`src/rtl/aes_enc_scheduler.sv`:
```
// rtl/aes_enc_scheduler.sv - two-requester round-robin sequencer for the AES encipher engine
// Grants one block at a time, starts the engine, waits for completion or watchdog timeout.
module aes_enc_scheduler #(
  parameter int TO_W = 6
) (
  input  logic         clk,
  input  logic         reset_n,
  input  logic         key_ready,
  input  logic         req0_valid,
  input  logic [127:0] req0_block,
  output logic         req0_ready,
  input  logic         req1_valid,
  input  logic [127:0] req1_block,
  output logic         req1_ready,
  output logic         rsp_valid,
  input  logic         rsp_ready,
  output logic         rsp_id,
  output logic [127:0] rsp_block,
  output logic         rsp_err,
  output logic         enc_next,
  output logic [127:0] enc_block,
  input  logic         enc_ready,
  input  logic [127:0] enc_result,
  output logic         busy,
  output logic         err_sticky,
  input  logic         err_clr
);

  localparam logic [TO_W-1:0] TIMEOUT = '1;

  typedef enum logic [1:0] {IDLE, START, WAIT, RESP} state_t;

  state_t           state;
  logic             last_grant;
  logic             id_q;
  logic [TO_W-1:0]  cnt;
  logic [127:0]     blk_q;
  logic             can_grant;

  // Engine must be idle as well: after a timeout it may still be finishing the old job.
  assign can_grant  = (state == IDLE) && key_ready && enc_ready;
  assign req0_ready = can_grant && req0_valid && (!req1_valid || last_grant);
  assign req1_ready = can_grant && req1_valid && (!req0_valid || !last_grant);
  assign enc_block  = blk_q;

  always_ff @(posedge clk or negedge reset_n) begin
    if (!reset_n) begin
      state      <= IDLE;
      last_grant <= 1'b1;
      id_q       <= 1'b0;
      cnt        <= '0;
      blk_q      <= '0;
      rsp_valid  <= 1'b0;
      rsp_id     <= 1'b0;
      rsp_block  <= '0;
      rsp_err    <= 1'b0;
      enc_next   <= 1'b0;
      busy       <= 1'b0;
      err_sticky <= 1'b0;
    end else begin
      enc_next <= 1'b0;
      if (err_clr) err_sticky <= 1'b0;
      case (state)
        IDLE: begin
          if (req0_ready || req1_ready) begin
            blk_q      <= req1_ready ? req1_block : req0_block;
            id_q       <= req1_ready;
            last_grant <= req1_ready;
            enc_next   <= 1'b1;
            busy       <= 1'b1;
            state      <= START;
          end
        end
        START: begin
          cnt   <= '0;
          state <= WAIT;
        end
        WAIT: begin
          if (cnt != TIMEOUT) cnt <= cnt + 1'b1;
          // The engine only drops enc_ready a cycle after the start, so ignore it at cnt 0.
          if (cnt != '0 && enc_ready) begin
            rsp_block <= enc_result;
            rsp_err   <= 1'b0;
            rsp_id    <= id_q;
            rsp_valid <= 1'b1;
            state     <= RESP;
          end else if (cnt == TIMEOUT) begin
            rsp_block  <= '0;
            rsp_err    <= 1'b1;
            rsp_id     <= id_q;
            rsp_valid  <= 1'b1;
            err_sticky <= 1'b1;
            state      <= RESP;
          end
        end
        RESP: begin
          if (rsp_ready) begin
            rsp_valid <= 1'b0;
            busy      <= 1'b0;
            state     <= IDLE;
          end
        end
        default: state <= IDLE;
      endcase
    end
  end

endmodule

```
`config.mk`:
```
export PLATFORM = sky130hd
export DESIGN_NAME = aes_enc_scheduler
export DESIGN_NICKNAME = d
export VERILOG_FILES = /design/src/rtl/aes_enc_scheduler.sv
export SDC_FILE = /design/constraint.sdc
export NUM_CORES = 1
export LEC_CHECK = 0
export BUFFER_PORTS_ARGS = -buffer_cell sky130_fd_sc_hd__buf_4
export CAP_MARGIN = 20
export CORE_AREA = 4 4 256 258
export CTS_CLUSTER_SIZE = 25
export DETAILED_ROUTE_END_ITERATION = 8
export DIE_AREA = 0 0 260 262
export GPL_TIMING_DRIVEN = 0
export SLEW_MARGIN = 5
export SYNTH_ARGS = -nofsm -noshare
export SYNTH_HDL_FRONTEND = slang
export SYNTH_SLANG_ARGS = --single-unit
```
`constraint.sdc`:
```
create_clock -name clk -period 2.16 [get_ports clk]
set_input_delay 0.108 -clock clk [delete_from_list [all_inputs] [get_ports clk]]
set_output_delay 0.108 -clock clk [all_outputs]
set_load 0.01 [all_outputs]
```
# [Yosys cells after proc, flatten, opt, wreduce, memory -nomap -nowiden]
# Cells that the tools add are included.
# W data, S select, Z words.
[word_totals] inputBits=392 ff_bits=272 out_inout_bits=264 wordCells=72
[op_classes] muxes=25 add_sub_neg=1 n_reduce_logical=25 eq_ne=9
[ops] cell="$mux W128" count=3
[ops] cell="$mux W1" count=13
[ops] cell="$pmux W6 S2" count=1
[ops] cell="$reduce_and A3 Y1" count=3
[ops] cell="$mux W2" count=4
[ops] cell="$pmux W2 S4" count=1
[ops] cell="$reduce_bool A2 Y1" count=4
[ops] cell="$logic_and A1 B1 Y1" count=7
[ops] cell="$add A6 B1 Y6 const B" count=1
[ops] cell="$eq A6 B6 Y1 const B" count=1
[ops] cell="$mux W6" count=1
[ops] cell="$ne A6 B6 Y1 const B" count=1
[ops] cell="$reduce_and A2 Y1" count=3
[ops] cell="$reduce_bool A6 Y1" count=1
[ops] cell="$eq A2 B2 Y1 const B" count=2
[ops] cell="$ne A2 B2 Y1 const B" count=2
[ops] cell="$pmux W1 S2" count=2
[ops] cell="$logic_not A1 Y1" count=3
[ops] cell="$logic_or A1 B1 Y1" count=3
[ops] cell="$ne A3 B3 Y1 const B" count=1
[ops] cell="$eq A2 B1 Y1 const B" count=1
[ops] cell="$logic_not A2 Y1" count=1
[ops] cell="$ne A2 B1 Y1 const B" count=1

# [Logic depth before layout (Yosys ltp)]
[logic_depth] depth_word=8 mapped_depth=10 ltp_nobuf=7

# [Worst setup path after synthesis]
# No wires, ideal clock.
[synth_timing] path_kind="register -> register" from="register state[0]" to="register rsp_id" n_path_buf=1 arrival_time_ps=1596 path_slack_ps=437 t_required_ps=2033 period_less_slack_ps=1723 setup_time_ps=127 path_stages_with_launch=8 cell_sequence="dfrtp_1 -> inv_1 -> ha_1 -> and3_4 -> and2_4 -> nor2_4 -> buf_6 -> mux2_1"
[synth_via] elab_chain_len=2
[synth_lines] element="start: declaration" line="33" source="state_t state;"
[synth_lines] element="start signal: assignment" line="48" source="state <= IDLE;"
[synth_lines] element="start signal: assignment" line="71" source="state <= START;"
[synth_lines] element="start signal: assignment" line="76" source="state <= WAIT;"
[synth_lines] element="$eq A2 B2 Y1" line="63" source="case (state)"
[synth_lines] element="$reduce_and A2 Y1 (no line)"
[synth_lines] element="end signal: assignment" line="84" source="rsp_id <= id_q;"
[synth_lines] element="end signal: assignment" line="90" source="rsp_id <= id_q;"
[synth_lines] element="end: declaration" line="17" source="output logic rsp_id,"
# Every way passes these cells.
# A chain may end at the register's enable or synchronous reset.

# [Worst setup path in the final report]
[layout_timing] from="register state[0]" to="output req0_ready"
[layout_via] elab_chain_len=5
[layout_lines] element="$logic_not A2 Y1" line="41" source="assign can_grant = (state == IDLE) && key_ready && enc_ready;"
[layout_lines] element="$logic_and A1 B1 Y1 (2 in series)" line="41"
[layout_lines] element="$logic_and A1 B1 Y1 (2 in series)" line="42" source="assign req0_ready = can_grant && req0_valid && (!req1_valid || last_grant);"
[layout_lines] element="end: declaration" line="11" source="output logic req0_ready,"
# Every way passes these cells.

==> out/results.ini <==
[placed_design]
gp_congestion=0.855
dpl_cell_area_sq_um=17400
port_buffers=655
dp_hpwl_um=43000
placed_cells=2430

[worst_setup_path]
critPathCaptureType=primary output
crit_type=register to primary output
cp_max_fo=10
critical_path_arrival_ns=1.98
worstPathRequired_ns=2.05
critPathLaunchType=register

[clock_tree]
clkSinkCount=272
cts_root_buf=clkbuf_16
cts.clk_slew.worst_paths_ns=0.05
ctsHtreeMaxLevel=2
cts_buffers=34
clk_latency_ns=0.53
cts_buffer_depth=3
cts_tree=done

[cells_and_area]
post-route-util=0.359
seq_area_sq_um=6810
drive_gt1_frac=0.392
multiInputGateArea_sq_um=4030
fillers=5948
syn_to_final_growth_pct=98.7
num-nets-final=2421
final_cells=2896
fin_area_sq_um=22600

[pwr]
leakage_nw=11.6
clkPwrFrac=0.216
irDropWorstVdd_v=0.000596
pwr-share-seq=0.354
comb_power_share=0.430
power_switching_w=0.00895
internal_power_w=0.0166
p_per_area_nw_per_um2=1130
power_switching_share=0.351

[floorplanning]
io_pins=656
start_util=0.181
core_sq_um=63000
dieArea_sq_um=68100
rows=92
die_x_um=260
die_h_um=262

[logic_synthesis]
synth_area_leaders=dfrtp_1 (60%), mux2i_1 (11%), a22o_1 (9.9%), o21ai_1 (5.7%), nand2_1 (4.6%)
synthArstFlopShare=1.00
synth.distinct_cells=45
syn_nets=1326
syn-cell-area_sq_um=11400
yosysTopAreaCell=dfrtp_1
syn_area_per_cell_sq_um=12.3
synthFlopType=dfrtp_1
synth_top_area_share=0.596
syn_inst=927
ys_seq_elements=272
synth.yosys.warnings=0
synth_edf_count=0
yosysSeqAreaShare=0.599

[global_route]
gr-total-overflow=0
grt_pass1_wl_um=85400
antenna_found_initial=13
grt_max_degree=104
grt_usage=0.164
first_global_vias=13778

[run]
max-cap-violations=0

[sta]
fin_crit_sh=0.968
fmax_mhz=478
period_needed_ns=2.09
finalSetupViolCount=0
finalSetupTns_ns=0
slew_viol_final=0
slew_headroom=0.576
timing_hold_violations_final=0
skew_ns=0.0179
worst_slew_pin_slew_ns=0.636
whs_ns=0.0368

[drt]
drc=0
routed_via_density=4.26
drt_first_pass_iters=5
vias=12324
drt_iter0_markers=671
wl_per_cell_um=20.4
wirelength_um=59200
final_antenna_net_count=0

[min_path]
hold_path.class=input port to register

[run_status]
run_status=completed

-- power by group through the flow --
stage | Sequential [W] | Combinational (W) | Clock [W]
6_report | 0.00904 | 0.0110 | 0.00551
5_1_grt | 0.00930 | 0.0118 | 0.00588
2_1_floorplan | 0.00978 | 0.00343 | 0
4_1_cts | 0.00896 | 0.0110 | 0.00569
3_3_place_gp | 0.00895 | 0.0101 | 0
3_5_place_dp | 0.00898 | 0.0102 | 0
-- cell type report --
| type | instances | share of cell area |
|---|---|---|
| clock buffers | 47 | 0.0425 |
| plain buffers | 68 | 0.0255 |
| diodes | 6 | 0.000664 |
| repair buffers | 1061 | 0.398 |
| clock inverters | 11 | 0.00476 |
| multi-input cells | 574 | 0.178 |
| flip-flops and latches | 272 | 0.301 |
| inverters | 11 | 0.00216 |
| well taps | 846 | 0.0468 |
-- cell usage after synthesis (5+ instances only) --
master      n
mux2i_1   128
buf_2      18
buf_6      25
ha_1        7
nand2_1   138
o21ai_1   129
clkbuf_1   12
a22o_1    129
inv_1      10
nor2_1      5
buf_4      14
dfrtp_1   271
-- state kept, by name, summed over array words and instances, names as in the netlist --
register	cells
enc_next	1
rsp_id	1
busy	1
cnt	6
rsp_err	1
err_sticky	1
rsp_block	128
enc_block	128
state	2
last_grant	1
rsp_valid	1
id_q	1
-- kinds of logic after synthesis --
logic type | count (synthesis) | synth area share
buf+inv | 81 | 0.0500
mux | 130 | 0.115
compound gates | 279 | 0.170
fa+ha+maj | 7 | 0.00770
simple gates | 157 | 0.0578
xor+xnor | 1 | 0.000770
flops | 272 | 0.599
-- repair_timing --
| item | in CTS | in global routing |
|---|---|---|
| endpoints found under the setup margin | 130 | 146 |
| pin swaps | 3 | 1 |
| hold buffers | 389 | 0 |
| gates resized for setup | 27 | 15 |
| hold endpoints to repair | 332 | 0 |
| buffers inserted | 12 | 3 |
-- cells in the final DEF, fill, tap and decap left out, types with 3 or more instances in the layout --
| cell type | count |
|---|---|
| a22o_1 | 129 |
| and3_4 | 3 |
| buf_12 | 3 |
| buf_2 | 8 |
| buf_4 | 680 |
| buf_6 | 26 |
| clkbuf_1 | 14 |
| clkbuf_16 | 34 |
| clkbuf_2 | 5 |
| clkbuf_4 | 8 |
| clkbuf_8 | 6 |
| clkinv_2 | 4 |
| dfrtp_1 | 271 |
| diode_2 | 6 |
| dlygate4sd3_1 | 389 |
| ha_1 | 6 |
| inv_1 | 7 |
| inv_2 | 3 |
| mux2i_1 | 128 |
| nand2_1 | 138 |
| nor2_1 | 5 |
| o21ai_1 | 129 |
-- critical path, cell delays in order, from the launching register on --
cell and delay (ns):
dfrtp_1 0.39, inv_2 0.09, ha_4 0.13, and3_4 0.21
nand3_4 0.23, buf_12 0.25, inv_2 0.06, buf_6 0.09
-- metal layers --
metal,global-route usage,part of all wire
met5,0,0.0010
met4,0.0625,0.041
met3,0.0468,0.084
met2,0.289,0.49
met1,0.188,0.38
-- worst paths after layout --
kind	start	endpoint	slack (ns)	cells after the start
min reg2reg	last_grant$_DFFE_PN1P_	last_grant$_DFFE_PN1P_	0.47	2
max reg2reg	state[1]$_DFFE_PN0P_	rsp_block[39]$_DFFE_PN0P_	0.08	9
max	state[0]$_DFFE_PN0P_	req0_ready	0.07	7
min in group asynchronous	reset_n	rsp_block[73]$_DFFE_PN0P_	0.15	2
max in group asynchronous	reset_n	enc_block[71]$_DFFE_PN0P_	1.00	3
min	req1_block[77]	enc_block[77]$_DFFE_PN0P_	0.04	3
-- through the flow --
stage	total power [W]	worst slack, ns
CTS	0.0257	-0.0456
detailed placement	0.0192	-0.642
global route	0.0270	-0.00612
global placement	0.0190	-1.42
floorplan	0.0132	0.437
finish	0.0255	0.0696
Power figures use the tool's default switching activity.
